<file path="src/rtl/i8080_fetch_unit_if.sv">
// Bus bundle between the 8080 fetch unit, the unified memory read port and decode.
// master = fetch unit side, slave = memory/decode/control side.
interface i8080_fetch_unit_if;
    logic        redirect;
    logic [15:0] redirect_pc;
    logic [15:0] mem_raddr;
    logic [23:0] mem_rdata;
    logic        instr_valid;
    logic        instr_ready;
    logic [7:0]  instr_opcode;
    logic [15:0] instr_imm16;
    logic [1:0]  instr_len;
    logic [15:0] instr_pc;
    logic        halted;

    modport master (
        input  redirect,
        input  redirect_pc,
        output mem_raddr,
        input  mem_rdata,
        output instr_valid,
        input  instr_ready,
        output instr_opcode,
        output instr_imm16,
        output instr_len,
        output instr_pc,
        output halted
    );

    modport slave (
        output redirect,
        output redirect_pc,
        input  mem_raddr,
        output mem_rdata,
        input  instr_valid,
        output instr_ready,
        input  instr_opcode,
        input  instr_imm16,
        input  instr_len,
        input  instr_pc,
        input  halted
    );
endinterface

</file>
<file path="src/rtl/i8080_fetch_unit.sv">
// 8080 instruction fetch stage: issues a 3-byte window read, decodes length,
// presents one instruction over valid/ready and advances the PC; handles redirect and HLT.
module i8080_fetch_unit #(
    parameter logic [15:0] RESET_PC = 16'h0000,
    parameter int unsigned RD_LAT   = 2
) (
    input  logic               clk,
    input  logic               reset,
    i8080_fetch_unit_if.master bus
);

    localparam int unsigned CNT_W = (RD_LAT > 1) ? $clog2(RD_LAT) : 1;
    localparam logic [7:0]  OP_HLT = 8'h76;

    typedef enum logic [1:0] {
        S_ISSUE,
        S_WAIT,
        S_PRESENT,
        S_HALTED
    } state_t;

    state_t             state, state_nxt;
    logic [15:0]        pc, pc_nxt;
    logic [CNT_W-1:0]   cnt, cnt_nxt;
    logic               valid, valid_nxt;
    logic               halted, halted_nxt;
    logic [7:0]         opcode, opcode_nxt;
    logic [15:0]        imm16, imm16_nxt;
    logic [1:0]         len, len_nxt;
    logic [15:0]        ipc, ipc_nxt;

    // Opcode -> instruction length (1..3).
    function automatic logic [1:0] decode_len(input logic [7:0] op);
        logic [1:0] l;
        l = 2'd1;
        casez (op)
            8'b00??_0001,            // LXI
            8'b001?_?010,            // SHLD/LHLD/STA/LDA
            8'b11??_?010,            // Jcc
            8'b1100_?011,            // JMP (+ alias)
            8'b11??_?100,            // Ccc
            8'b11??_1101:            // CALL (+ aliases)
                l = 2'd3;
            8'b00??_?110,            // MVI
            8'b11??_?110,            // ALU immediate
            8'b1101_?011:            // OUT/IN
                l = 2'd2;
            default:
                l = 2'd1;
        endcase
        return l;
    endfunction

    // State and datapath registers; reset wins over everything.
    always_ff @(posedge clk) begin
        if (reset) begin
            state  <= S_ISSUE;
            pc     <= RESET_PC;
            cnt    <= '0;
            valid  <= 1'b0;
            halted <= 1'b0;
            opcode <= '0;
            imm16  <= '0;
            len    <= '0;
            ipc    <= RESET_PC;
        end else begin
            state  <= state_nxt;
            pc     <= pc_nxt;
            cnt    <= cnt_nxt;
            valid  <= valid_nxt;
            halted <= halted_nxt;
            opcode <= opcode_nxt;
            imm16  <= imm16_nxt;
            len    <= len_nxt;
            ipc    <= ipc_nxt;
        end
    end

    // Next-state and next-register values.
    always_comb begin
        state_nxt  = state;
        pc_nxt     = pc;
        cnt_nxt    = cnt;
        valid_nxt  = valid;
        halted_nxt = halted;
        opcode_nxt = opcode;
        imm16_nxt  = imm16;
        len_nxt    = len;
        ipc_nxt    = ipc;

        unique case (state)
            S_ISSUE: begin
                cnt_nxt   = CNT_W'(RD_LAT - 1);
                state_nxt = S_WAIT;
            end
            S_WAIT: begin
                if (cnt == '0) begin
                    opcode_nxt = bus.mem_rdata[23:16];
                    imm16_nxt  = {bus.mem_rdata[7:0], bus.mem_rdata[15:8]};
                    len_nxt    = decode_len(bus.mem_rdata[23:16]);
                    ipc_nxt    = pc;
                    valid_nxt  = 1'b1;
                    state_nxt  = S_PRESENT;
                end else begin
                    cnt_nxt = cnt - CNT_W'(1);
                end
            end
            S_PRESENT: begin
                if (valid && bus.instr_ready) begin
                    pc_nxt    = ipc + 16'(len);
                    valid_nxt = 1'b0;
                    if (opcode == OP_HLT) begin
                        halted_nxt = 1'b1;
                        state_nxt  = S_HALTED;
                    end else begin
                        state_nxt = S_ISSUE;
                    end
                end
            end
            S_HALTED: begin
                valid_nxt = 1'b0;
            end
            default: begin
                state_nxt = S_ISSUE;
            end
        endcase

        // Redirect discards any in-flight or presented instruction and leaves HALTED.
        if (bus.redirect) begin
            pc_nxt     = bus.redirect_pc;
            state_nxt  = S_ISSUE;
            valid_nxt  = 1'b0;
            halted_nxt = 1'b0;
        end
    end

    assign bus.mem_raddr    = pc;
    assign bus.instr_valid  = valid;
    assign bus.instr_opcode = opcode;
    assign bus.instr_imm16  = imm16;
    assign bus.instr_len    = len;
    assign bus.instr_pc     = ipc;
    assign bus.halted       = halted;

endmodule

</file>
<file path="src/flat_wrapper.sv">
// flat-port wrapper written by rule: the top's interface ports become plain ports
module i8080_fetch_unit_flat 
#(
    parameter logic [15:0] RESET_PC = 16'h0000,
    parameter int unsigned RD_LAT   = 2
)
  (clk, reset, bus_redirect, bus_redirect_pc, bus_mem_raddr, bus_mem_rdata, bus_instr_valid, bus_instr_ready, bus_instr_opcode, bus_instr_imm16, bus_instr_len, bus_instr_pc, bus_halted);
  i8080_fetch_unit_if bus_i ();
  input  logic clk;
  input  logic reset;
  input wire logic [$bits(bus_i.redirect)-1:0] bus_redirect;
  input wire logic [$bits(bus_i.redirect_pc)-1:0] bus_redirect_pc;
  output wire logic [$bits(bus_i.mem_raddr)-1:0] bus_mem_raddr;
  input wire logic [$bits(bus_i.mem_rdata)-1:0] bus_mem_rdata;
  output wire logic [$bits(bus_i.instr_valid)-1:0] bus_instr_valid;
  input wire logic [$bits(bus_i.instr_ready)-1:0] bus_instr_ready;
  output wire logic [$bits(bus_i.instr_opcode)-1:0] bus_instr_opcode;
  output wire logic [$bits(bus_i.instr_imm16)-1:0] bus_instr_imm16;
  output wire logic [$bits(bus_i.instr_len)-1:0] bus_instr_len;
  output wire logic [$bits(bus_i.instr_pc)-1:0] bus_instr_pc;
  output wire logic [$bits(bus_i.halted)-1:0] bus_halted;
  assign bus_i.redirect = bus_redirect;
  assign bus_i.redirect_pc = bus_redirect_pc;
  assign bus_mem_raddr = bus_i.mem_raddr;
  assign bus_i.mem_rdata = bus_mem_rdata;
  assign bus_instr_valid = bus_i.instr_valid;
  assign bus_i.instr_ready = bus_instr_ready;
  assign bus_instr_opcode = bus_i.instr_opcode;
  assign bus_instr_imm16 = bus_i.instr_imm16;
  assign bus_instr_len = bus_i.instr_len;
  assign bus_instr_pc = bus_i.instr_pc;
  assign bus_halted = bus_i.halted;
  i8080_fetch_unit #(.RESET_PC(RESET_PC), .RD_LAT(RD_LAT)) u_core (.clk(clk), .reset(reset), .bus(bus_i));
endmodule
</file>
<file path="config.mk">
export PLATFORM = sky130hd
export DESIGN_NAME = i8080_fetch_unit_flat
export DESIGN_NICKNAME = d
export VERILOG_FILES = /design/src/rtl/i8080_fetch_unit_if.sv /design/src/rtl/i8080_fetch_unit.sv /design/src/flat_wrapper.sv
export SDC_FILE = /design/constraint.sdc
export NUM_CORES = 1
export LEC_CHECK = 0
export ABC_AREA = 1
export BUFFER_PORTS_ARGS = -buffer_cell sky130_fd_sc_hd__buf_4
export CAP_MARGIN = 20
export CORE_UTILIZATION = 54
export DETAILED_ROUTE_END_ITERATION = 8
export PLACE_DENSITY = 0.85
export RECOVER_POWER = 50
export SLEW_MARGIN = 0
export SYNTH_ARGS = -nofsm -noshare
export SYNTH_HDL_FRONTEND = slang
export SYNTH_SLANG_ARGS = --single-unit
</file>
<file path="constraint.sdc">
create_clock -name clk -period 4.7 [get_ports clk]
set_clock_uncertainty 0.15 [all_clocks]
set_input_delay 0.47 -clock clk [delete_from_list [all_inputs] [get_ports clk]]
set_output_delay 0.47 -clock clk [all_outputs]
set_load 0.005 [all_outputs]
</file>
; After elaboration in Yosys (flattened, before gate mapping)
; Index checks and enable logic that the tools add are counted.
[totals]
reg_bits = 63
wordCells = 55
[op_classes]
addsub = 2
n_eq_ne = 15
mux = 13
n_bitwise = 1
n_reduce_logical = 15
[op_table]
columns = op, count
row1 = $mux 16, 3
row2 = $add 16x2->16, 1
row3 = $eq 5x5->1 const B, 3
row4 = $eq 7x7->1 const B, 2
row5 = $reduce_and 3->1, 3
row6 = $eq 8x7->1 const B, 1
row7 = $eq 6x1->1 const B, 1
row8 = $eq 6x4->1 const B, 1
row9 = $eq 6x6->1 const B, 1
row10 = $mux 2, 3
row11 = $pmux 2 s3, 1
row12 = $reduce_bool 2->1, 3
row13 = $reduce_bool 3->1, 2
row14 = $reduce_or 6->1, 1
row15 = $eq 5x3->1 const B, 1
row16 = $eq 2x2->1 const B, 2
row17 = $pmux 2 s2, 1
row18 = $reduce_and 2->1, 2
row19 = $mux 1, 3
row20 = $pmux 1 s3, 1
row21 = $reduce_or 3->1, 1
row22 = $eq 2x1->1 const B, 1
row23 = $logic_not 2->1, 1
row24 = $ne 2x1->1 const B, 1
row25 = other kinds (6), 6

; Depth between registers and ports, before layout
[logic_depth]
word_depth = 4
mapped_depth = 11
depth_no_buf = 11

; Worst setup path before layout
; OpenSTA, ideal clock, no wires.
[synth_path]
path_type = register to register
start = register u_core.len[0] (netlist: u_core.bus.instr_len[0])
end = register u_core.pc[8] (netlist: u_core.bus.mem_raddr[8])
setup_ns = 0.135
arrival_ns = 1.576
t_required_ns = 4.415
path_slack_ns = 2.839
path_stages_with_launch = 12
path_cell_list = dfxtp_1 ha_1 inv_1 fa_1 inv_1 nand2_2 nor2_4 nand3_1 nand2_1 nand3_1 nand2_1 a21oi_1
[synth_via]
elab_chain_len = 4
[synth_lines]
columns = element, line_no
row1 = from (decl), i8080_fetch_unit.sv:29  ; logic [1:0] len, len_nxt;
row2 = from (signal assigned), i8080_fetch_unit.sv:74  ; len <= len_nxt;
row3 = $add 16x2->16, i8080_fetch_unit.sv:110  ; pc_nxt = ipc + 16'(len);
row4 = $mux 16, i8080_fetch_unit.sv:109  ; if (valid && bus.instr_ready) begin
row5 = $mux 16, i8080_fetch_unit.sv:91  ; unique case (state)
row6 = $mux 16, i8080_fetch_unit.sv:129  ; if (bus.redirect) begin
row7 = to (signal assigned), i8080_fetch_unit.sv:68  ; pc <= pc_nxt;
row8 = to (decl), i8080_fetch_unit.sv:23  ; logic [15:0] pc, pc_nxt;
; Every way passes these cells. The select of a mux whose other input is x is not followed.
; A chain may end at the register's enable or synchronous reset.

; Worst setup path in the final report
[layout_path]
start = register u_core.state[1]
end = register u_core.ipc[3] (netlist: u_core.bus.instr_pc[3])
[layout_via]
elab_chain_len = 2
[layout_lines]
columns = element, line_no
row1 = from (decl), i8080_fetch_unit.sv:22  ; state_t state, state_nxt;
row2 = from (signal assigned), i8080_fetch_unit.sv:67  ; state <= state_nxt;
row3 = $eq 2x1->1, i8080_fetch_unit.sv:91
row4 = $reduce_and 2->1 (no source line), n/a
row5 = to (signal assigned), i8080_fetch_unit.sv:75  ; ipc <= ipc_nxt;
row6 = to (decl), i8080_fetch_unit.sv:30  ; logic [15:0] ipc, ipc_nxt;
; Every way passes these cells.

==> metrics.md <==
| Metric | Value |
|---|---|
| Setup Viol. Count Final | 0 |
| Post-CTS Hold Fix Bufs | 0 |
| Final HPWL from detailed placement | 5880 um |
| Total gr overflow | 0 |
| DRC violations left | 0 |
| Reg2Reg Launch Point | u_core.state[1] |
| Vias in the first global route | 3023 |
| Final worst path period share | 0.540 |
| Tmin final | 2540 ps |
| Clock Latency Late Sink | approximately 350 ps |
| Max Fclk | 394 MHz |
| Max-slew headroom | 0.311 |
| Drt wl/cell | between 10 and 15 um |
| CTS tree | built |
| Number of setup buffers added after CTS | 0 |
| Clock root cell | clkbuf_8 |
| CP Data Required Time | 4820 ps |
| Fill count | 412 |
| Worst Path Max Fanout | 38 |
| Final setup TNS | 0 ps |
| Yosys reg bits | 63 |
| Hold_sp | bus_mem_rdata[4] |
| Sink Count | 63 |
| Hold Path Sink | u_core.bus.instr_imm16[12] |
| Via density | approximately 5.4 |
| I/O pin count | about 100 |
| Final WL | around 8400 um |
| Outcome | complete, no violations |
| FP Rows | 26 |
| Layout area overhead | 33.2% |
| Hold Crit Depth | 3 |
| Distinct cells, synth | 28 |
| Largest net degree at the start of global routing | 39 |
| Synth warnings | 0 |
| Hold Fails Final Rpt | 0 |
| Area of the mapped netlist | about 0.0030 mm2 |
| Syn Area/Cell | between 6 and 7 um2 |
| CP Capture Type | register |
| Share of cells above drive strength 1 | 0.250 |
| R2r setup slk | between 2000 and 2500 ps |
| Initial antenna violation count | 0 |
| Post-Syn Instances | 429 |
| Total CTS buffers | 9 |
| End of the worst register-to-register path | u_core.bus.instr_pc[3] |
| Slew @ Worst Pin | roughly 1000 ps |
| Min-Delay Path Class | in -> reg |
| Total GRT Usage | 0.300 |
| Worst path arrival time | between 2000 and 3000 ps |
| Worst vdd ir | 0.225 mV |
| First-pass GRT wire length | roughly 14000 um |
| CP Class | reg -> reg |
| Total power | 0.00129 W |
| Die Area | 0.00584 mm2 |
| Iter 0 DRT Violations | 230 |
| Initial DRT Pass Iterations | 5 |
| R2r worst-path depth | 9 |
| CP startpoint | u_core.state[1] |
| Max-slew violations | 0 |
| Antenna diodes | 0 |
| Sequential fraction of the synthesis area | 0.422 |
| Max-Cap Viols | 0 |
| Gpl congestion | about 0.82 |
| Max clock buf depth | 2 |
| Starting density of the core | 0.575 |
| Total core area | 0.00520 mm2 |
| Die Width | 76.4 um |
| # port buffers | 103 |
| Mapped Nets | slightly below 500 |
| DIE HEIGHT | 76.4 um |
| H-tree levels | 3 |
| Final ANT Viol Nets | 0 |
| Startpoint Class | register |
| Final net count | 578 |
| Resized cells post-CTS | 0 |
| Leakage power | 1.83 nW |
| Pwr Density | 323 mW/mm2 |
| Vias | 3230 |
| RSZ-0062 raised after global routing | false |
| Clock transition at path regs | 70 ps |
==> final cells by class <==
| type | count | area (um2) | share of cell area |
|---|---|---|---|
| clock buffers | 13 | 169 | 0.0424 |
| repair buffers | 106 | 785 | 0.197 |
| flip-flops and latches | 63 | 1260 | 0.317 |
| multi-input cells | 307 | 1500 | 0.375 |
| clock inverters | 3 | 40.0 | 0.0101 |
| inverters | 39 | 146 | 0.0367 |
| well taps | 70 | 87.6 | 0.0220 |
==> layout by cell type (no fill, tap or decap), drive strengths merged, types with 7 or more instances in the layout <==
master  netlist  layout
nand4        10      10
buf          11      46
a21oi        39      39
o21ai        57      57
ha            7       7
nand2        69      69
inv          39      39
dfxtp        63      63
nand3        14      14
nor2         96      96
clkbuf        9      73
==> critical path, cell delays in order, from the launching register on <==
cell	delay [ps]
dfxtp_1	400
inv_1	100
ha_1	220
inv_1	90
nor2_2	40
buf_4	230
inv_1	510
buf_4	390
o21ai_0	150
a21oi_1	160
==> cells in the mapped netlist <==
master / n / area [um2]
nor2_1: 92 / 345
nand2_1: 64 / 240
dfxtp_1: 63 / 1260
o21ai_0: 51 / 255
inv_1: 38 / 143
a21oi_1: 35 / 175
nand3_1: 14 / 70.1
buf_2: 10 / 50.1
nand4_1: 10 / 62.6
clkbuf_1: 9 / 33.8
ha_1: 7 / 87.6
o21ai_1: 6 / 30.0
nand2_2: 5 / 31.3
a21oi_2: 4 / 35.0
xor2_1: 4 / 35.0
nor2_2: 2 / 12.5
nor2_4: 2 / 22.5
nor3_1: 2 / 10.0
xnor2_1: 2 / 17.5
a211oi_1: 1 / 7.51
a31oi_1: 1 / 6.26
buf_4: 1 / 7.51
fa_1: 1 / 20.0
inv_2: 1 / 3.75
nand3b_1: 1 / 7.51
o211ai_1: 1 / 7.51
o21bai_1: 1 / 7.51
or2_1: 1 / 6.26
==> power by group <==
group	leakage (nW)	total, W	internal [W]	switching [W]
Combinational	1.20	0.000189	0.0000927	0.0000968
Sequential	0.516	0.000603	0.000570	0.0000333
Clock	0.109	0.000493	0.000287	0.000206
==> registers in the layout, indices dropped and copies added (netlist names) <==
name	cells
u_core.bus.instr_pc	16
u_core.cnt	1
u_core.bus.halted	1
u_core.bus.instr_len	2
u_core.bus.instr_valid	1
u_core.bus.instr_opcode	8
u_core.state	2
u_core.bus.mem_raddr	16
u_core.bus.instr_imm16	16
==> kinds of logic (layout without fill, tap and decap cells) <==
logic type / count (synthesis) / count (layout) / share of synthesized area
AO/OA/AOI/OAI: 100 / 100 / 0.175
XOR/XNOR: 6 / 6 / 0.0176
adder cells (fa/ha/maj): 8 / 8 / 0.0360
buffers and inverters: 59 / 161 / 0.0795
flip-flops: 63 / 63 / 0.422
AND/OR/NAND/NOR: 193 / 193 / 0.270
==> through the flow <==
stage          area (um2)  cells   util  worst slack (ps)  hold slack [ps]
6_report             3980    601  0.765              2160              202
5_1_grt              3980    601  0.765              1950              208
4_1_cts              4000    601  0.768              2180              199
3_5_place_dp         3790    585  0.727              2240              301
3_3_place_gp         3790    585  0.727              2360              290
2_1_floorplan        2990    429      -              2840              297
==> worst max-delay path by stage <==
| stage | to | slack, ps |
|---|---|---|
| after floorplan | u_core.bus.mem_raddr[8] | 2840 |
| final | u_core.bus.instr_pc[3] | 2160 |
| after detailed placement | u_core.bus.mem_raddr[0] | 2240 |
| after global placement | u_core.bus.mem_raddr[0] | 2360 |
| after global routing | u_core.bus.instr_pc[3] | 1950 |
| after CTS | u_core.bus.instr_pc[3] | 2180 |
==> metal layers <==
| metal | GRT usage | vias up | part of all wire |
|---|---|---|---|
| met5 | 0 | - | 0 |
| met4 | 0.146 | 0 | 0.023 |
| met3 | 0.0611 | 21 | 0.065 |
| met2 | 0.514 | 143 | 0.50 |
| met1 | 0.354 | 1491 | 0.41 |
| li1 | - | 1575 | - |
Power figures use the tool's default switching activity.
